<file path="src/rtl/fetch_unit.sv">
// fetch_unit -- front-end instruction fetch stage.
//
// Owns the architectural PC. Issues one instruction-memory read at a time,
// and hands {insn, pc} to decode through a one-entry valid/ready buffer.
// A redirect from branch resolution replaces the PC. The redirect also
// squashes the buffered instruction and any fetch still in flight.
//
// Ports
//   clk, rst        clock; asynchronous active-high reset
//   redirectValid   new PC supplied this cycle (highest priority)
//   redirectPC      new PC; low log2(PC_INC) bits are forced to zero
//   imemReqValid    read request valid (combinational)
//   imemReqReady    memory accepts the request
//   imemReqAddr     read address (= pc)
//   imemRespValid   read data returned, at least one cycle after acceptance
//   imemRespData    instruction word
//   outValid        output buffer holds an instruction
//   outReady        decode consumes when outValid && outReady
//   outInsn, outPC  buffered instruction and its PC
module fetch_unit #(
  parameter int                    ADDR_WIDTH = 32,
  parameter int                    INSN_WIDTH = 32,
  parameter logic [ADDR_WIDTH-1:0] RESET_PC   = '0,
  parameter int                    PC_INC     = 4
) (
  input  logic                  clk,
  input  logic                  rst,
  input  logic                  redirectValid,
  input  logic [ADDR_WIDTH-1:0] redirectPC,
  output logic                  imemReqValid,
  input  logic                  imemReqReady,
  output logic [ADDR_WIDTH-1:0] imemReqAddr,
  input  logic                  imemRespValid,
  input  logic [INSN_WIDTH-1:0] imemRespData,
  output logic                  outValid,
  input  logic                  outReady,
  output logic [INSN_WIDTH-1:0] outInsn,
  output logic [ADDR_WIDTH-1:0] outPC
);

  localparam logic [ADDR_WIDTH-1:0] INC        = ADDR_WIDTH'(PC_INC);
  // PC_INC is a power of two, so INC-1 covers exactly the always-zero PC bits.
  localparam logic [ADDR_WIDTH-1:0] ALIGN_MASK = ~(INC - ADDR_WIDTH'(1));

  typedef enum logic {S_REQ, S_WAIT} state_t;

  typedef struct packed {
    logic [INSN_WIDTH-1:0] insn;
    logic [ADDR_WIDTH-1:0] pc;
  } fetchOut_t;

  state_t                state;
  logic [ADDR_WIDTH-1:0] pc;
  logic [ADDR_WIDTH-1:0] inflightPC;
  logic                  drop;     // the outstanding response belongs to a squashed fetch
  fetchOut_t             outBuf;

  logic outFire;
  logic reqFire;

  // Issue only while the buffer is empty or draining this cycle. The buffer is
  // therefore guaranteed free when the single outstanding response returns.
  assign imemReqValid = (state == S_REQ) && !drop && !redirectValid &&
                        (!outValid || outReady);
  assign imemReqAddr  = pc;
  assign reqFire      = imemReqValid && imemReqReady;
  assign outFire      = outValid && outReady;

  assign outInsn = outBuf.insn;
  assign outPC   = outBuf.pc;

  always_ff @(posedge clk or posedge rst) begin
    if (rst) begin
      state      <= S_REQ;
      pc         <= RESET_PC;
      inflightPC <= '0;
      drop       <= 1'b0;
      outValid   <= 1'b0;
      outBuf     <= '0;
    end else if (redirectValid) begin
      // A redirect overrides everything, including a decode handshake this cycle.
      pc       <= redirectPC & ALIGN_MASK;
      outValid <= 1'b0;
      if (state == S_WAIT) begin
        if (imemRespValid) begin
          // The stale response arrives with the redirect. Discard it here,
          // so there is nothing left to drop.
          drop  <= 1'b0;
          state <= S_REQ;
        end else begin
          drop <= 1'b1;
        end
      end
    end else begin
      if (outFire) outValid <= 1'b0;

      case (state)
        S_REQ: begin
          // A response in REQ is a protocol violation and is ignored.
          if (reqFire) begin
            inflightPC <= pc;
            pc         <= pc + INC;   // wraps silently
            state      <= S_WAIT;
          end
        end
        S_WAIT: begin
          if (imemRespValid) begin
            if (drop) begin
              drop <= 1'b0;
            end else begin
              // The load overrides the clear above when decode drains in the same cycle.
              outValid    <= 1'b1;
              outBuf.insn <= imemRespData;
              outBuf.pc   <= inflightPC;
            end
            state <= S_REQ;
          end
        end
        default: state <= S_REQ;
      endcase
    end
  end

endmodule

</file>
<file path="config.mk">
export PLATFORM = sky130hd
export DESIGN_NAME = fetch_unit
export DESIGN_NICKNAME = d
export VERILOG_FILES = /design/src/rtl/fetch_unit.sv
export SDC_FILE = /design/constraint.sdc
export NUM_CORES = 1
export LEC_CHECK = 0
export BUFFER_PORTS_ARGS = -buffer_cell sky130_fd_sc_hd__buf_2
export CAP_MARGIN = 20
export CORE_MARGIN = 2
export CORE_UTILIZATION = 46
export CTS_CLUSTER_SIZE = 16
export DETAILED_ROUTE_END_ITERATION = 10
export PLACE_DENSITY = 0.76
export RECOVER_POWER = 25
export SYNTH_ARGS = -nofsm -noshare
export SYNTH_HDL_FRONTEND = slang
export SYNTH_SLANG_ARGS = --single-unit
</file>
<file path="constraint.sdc">
create_clock -name clk -period 4.1 [get_ports clk]
set_input_delay 0.82 -clock clk [delete_from_list [all_inputs] [get_ports clk]]
set_output_delay 0.82 -clock clk [all_outputs]
set_load 0.05 [all_outputs]
</file>
# ---- Word level (Yosys, flattened, before mapping)
# Index checks and enable logic that the tools add are counted.
dict set report word_totals {
  mem_bits_ro 0
  mem_bits_rw 0
  latchBits 0
  inputBits 70
  elab_cells 44
  register_bits 131
  memories 0
}
dict set report op_classes {
  div 0
  muxes 17
  n_bitwise 3
  n_addsub 1
  shift 0
  mul 0
  eq_ne 1
  order_cmp 0
  reduce_logical 15
}
# cell count
set op_table {}
lappend op_table {{$mux 32} 3}
lappend op_table {{$add 32x3->32 const B} 1}
lappend op_table {{$mux 1} 13}
lappend op_table {{$logic_and 1x1->1} 5}
lappend op_table {{$reduce_and 2->1} 2}
lappend op_table {{$reduce_and 4->1} 1}
lappend op_table {{$reduce_bool 2->1} 2}
lappend op_table {{$logic_not 1->1} 3}
lappend op_table {{$not 1->1} 3}
lappend op_table {{$reduce_and 3->1} 1}
lappend op_table {{$ne 2x2->1 const B} 1}
lappend op_table {{$pmux 1 s2} 1}
lappend op_table {{$logic_or 1x1->1} 1}

# ---- Depth between registers and ports, before layout
dict set report depth {
  depth_word 8
  mapped_depth 8
  ltp_nobuf 6
}

# ---- Least setup slack after synthesis
# No wires, ideal clock.
dict set report synth_timing {
  path_kind {in2out}
  from {in redirectValid}
  to {out imemReqValid}
  path_slack_ns 0.511
  t_arrival_ns 2.769
  required_time_ns 3.280
  path_stages 3
  path_buffers 2
  path_cell_list {clkbuf_1 > clkbuf_1 > nor4_1}
}
dict set report synth_via {
  elab_chain_len 3
}
# element line_no
set synth_rtl {}
lappend synth_rtl {{start, declared} 28} ;# input logic redirectValid,
lappend synth_rtl {{$logic_not 1->1} 63} ;# assign imemReqValid = (state == S_REQ) && !drop && !redirectValid &&
lappend synth_rtl {{$logic_and 1x1->1 (2 in a row)} 63}
lappend synth_rtl {{end, declared} 30} ;# output logic imemReqValid,
# Every way passes these cells.

# ---- Worst setup path after layout
# Same ends and word-level chain as after synthesis.

==> flow_metrics.py <==
metrics = {
    "outcome": {
        "status": "complete, but fails checks",
        "violations": "capacitance limit, slew limit",
    },
    "clock_network": {
        "cts_tree": "built",
        "post_cts_buffers": 0,
        "cts-hold-fix-buffers": 0,
        "cts.clk_slew.worst_paths_ns": 0.06,
        "insertion_delay_ns": 0.40,
        "clock_sinks": 125,
        "htreeDepth": 4,
        "cts_made_buffers": 17,
        "clock_path_buffers": 2,
        "post_cts_resize_count": 0,
        "cts_root_buffer": "clkbuf_16",
    },
    "sta": {
        "finalSetupViolations": 0,
        "fmax_mhz": 372,
        "tns_ns": 0,
        "rsz0062_at_grt": "false",
        "max-slew-margin-rel_pct": -32.5,
        "slew_viol_final": 121,
        "tightest_slew_ns": 1.99,
        "fin_skew_ns": 0.0101,
        "fin_ws_ns": 1.41,
        "min_period_ns": 2.69,
        "timing.final.hold_violations": 0,
        "fin_crit_sh_pct": 65.5,
    },
    "global_routing": {
        "first_global_vias": 4170,
        "antenna_found_initial": 0,
        "grt_max_degree": 82,
        "grt.total_usage_pct": 21.4,
        "grt_pass1_wl_mm": 21.5,
        "grt-ovfl-total": 0,
    },
    "drt": {
        "via_count": 4172,
        "dr.pass1.iters": 4,
        "vias_per_cell": 5.23,
        "avgRoutedWirePerCell_um": 16.2,
        "drc": 0,
        "ant_nets": 0,
        "postRouteWirelength_mm": 12.9,
        "first_iter_violations": 282,
    },
    "placed_design": {
        "dp_cells": 766,
        "hpwl_mm": 8.81,
        "dpl_worst_slack_ns": 1.14,
        "gp_congestion": 0.808,
        "port_buffers": 161,
    },
    "worst_setup_path": {
        "path_class": "in -> out",
        "r2r_start": "state",
        "cp-start-kind": "primary input",
        "required_ns": 3.28,
        "path_max_fanout": 41,
        "crit_path_end_kind": "primary output",
        "arrival_ns": 1.87,
        "startpoint": "redirectValid",
    },
    "finish": {
        "antennaDiodeCount": 0,
        "layout_common_cells": "161 x buf_2, 125 x dfrtp_1, 121 x nand2_1, 63 x mux2_2, 21 x o21ai_0",
        "mostFrequentLayoutCell": "buf_2",
        "areaGrowthSynthToFinish_pct": 27.9,
        "fillCellCount": 947,
        "layout.cells.non_filler": 798,
        "fin_nets": 714,
        "drive_gt1_share_pct": 42.1,
    },
    "run": {
        "cap_violations": 2,
    },
    "synth": {
        "synthCells": 479,
        "synth_seq_area_share_pct": 57.9,
        "ys.flop_type": "dfrtp_1",
        "async_flop_share_pct": 100,
        "synth_cell_type_count": 47,
        "syn_area_per_cell_um2": 11.3,
        "ys_warn_count": 0,
        "syn-cell-area_um2": 5400,
        "synth_seq_cells": 125,
        "synth_edf_count": 0,
    },
    "pwr": {
        "ir_worst_vdd_mv": 0.631,
        "power.total_mw": 5.52,
        "powerDensity_nw_per_um2": 799,
        "leakage_nw": 3.46,
    },
    "min_path": {
        "hold_class": "in -> async",
    },
    "floorplan": {
        "start_util_pct": 47.3,
        "row_count": 39,
        "chipHeight_um": 112,
        "die_area_um2": 12600,
        "die_w_um": 112,
        "pin_count": 168,
        "core_area_um2": 11400,
    },
}
final cells by class:
cell class | instances | area [µm²] | share of cell area [%]
flip-flops and latches | 125 | 3130 | 45.3
multi-input cells | 322 | 2130 | 30.9
inverters | 7 | 27.5 | 0.398
repair buffers | 170 | 867 | 12.5
clock inverters | 11 | 119 | 1.72
clock buffers | 20 | 457 | 6.61
well taps | 143 | 179 | 2.59
path summary, 6_finish.rpt:
path	slack, ns	endpoint	cells after the start
worst max-delay path	1.41	imemReqValid	4
worst min register to register	0.47	inflightPC[4]	2
max in group asynchronous	1.55	outInsn[2]	3
min in group clk	0.47	inflightPC[4]	2
worst min-delay path	0.37	imemReqAddr[3]	2
worst max register to register	1.56	imemReqAddr[9]	5
state kept, by name (all words and copies together), names as in the netlist:
register,flops
outPC,30
drop,1
inflightPC,30
imemReqAddr,30
state,1
outValid,1
outInsn,32
through the flow:
step | hold slack (ns) | cell area, µm² | utilization (%)
after floorplan | 0.440 | 5420 | -
final | 0.367 | 6910 | 60.5
after global placement | 0.453 | 6350 | 55.6
after global routing | 0.382 | 6910 | 60.5
after detailed placement | 0.457 | 6350 | 55.6
after CTS | 0.471 | 6920 | 60.6
power by group:
group / switching [mW] / internal (mW) / total (mW) / leakage (nW)
sequential: 0.277 / 1.68 / 1.96 / 1.57
combinational: 1.56 / 0.568 / 2.13 / 1.62
clock: 0.522 / 0.918 / 1.44 / 0.274
logic make-up (layout without fill, tap and decap cells):
| group | after synthesis | in the layout | synth area share (%) |
|---|---|---|---|
| simple gates | 187 | 187 | 17.2 |
| flops | 125 | 125 | 57.9 |
| mux | 63 | 63 | 13.1 |
| compound gates | 59 | 59 | 7.25 |
| buf+inv | 35 | 208 | 2.94 |
| xor+xnor | 8 | 8 | 1.30 |
| fa+ha+maj | 1 | 1 | 0.232 |
| other cells | 1 | 4 | 0.0694 |
Yosys cell counts (all sizes together) (2+ instances only):
| master | number | area [µm²] |
|---|---|---|
| nor3b | 5 | 37.5 |
| a21oi | 8 | 40.0 |
| o311ai | 7 | 61.3 |
| o211ai | 6 | 45.0 |
| clkbuf | 17 | 63.8 |
| and3 | 5 | 31.3 |
| xnor2 | 6 | 52.6 |
| dfrtp | 125 | 3130 |
| nor4 | 5 | 67.6 |
| mux2 | 63 | 709 |
| nand3 | 14 | 70.1 |
| or3 | 2 | 12.5 |
| or4 | 5 | 37.5 |
| buf | 11 | 68.8 |
| a41oi | 2 | 17.5 |
| nand4 | 12 | 103 |
| a31oi | 2 | 12.5 |
| inv | 6 | 22.5 |
| o21ai | 22 | 110 |
| or3b | 2 | 17.5 |
| nand2 | 121 | 454 |
| a221o | 5 | 50.1 |
| nor3 | 4 | 41.3 |
| nor2 | 9 | 36.3 |
| xor2 | 2 | 17.5 |
| a22oi | 2 | 15.0 |
critical path: stages:
cell    delay (ns)
buf_2         0.10
buf_4         0.27
nor4_1        0.35
buf_2         0.32
metal layers:
metal	up-vias	track usage [%]	part of all wire, %
met5	-	0	0
met4	0	6.50	1.2
met3	12	5.83	7.0
met2	157	32.2	46
met1	2004	30.7	46
li1	1999	-	-
Note: power is estimated with default switching activity, not from simulation.
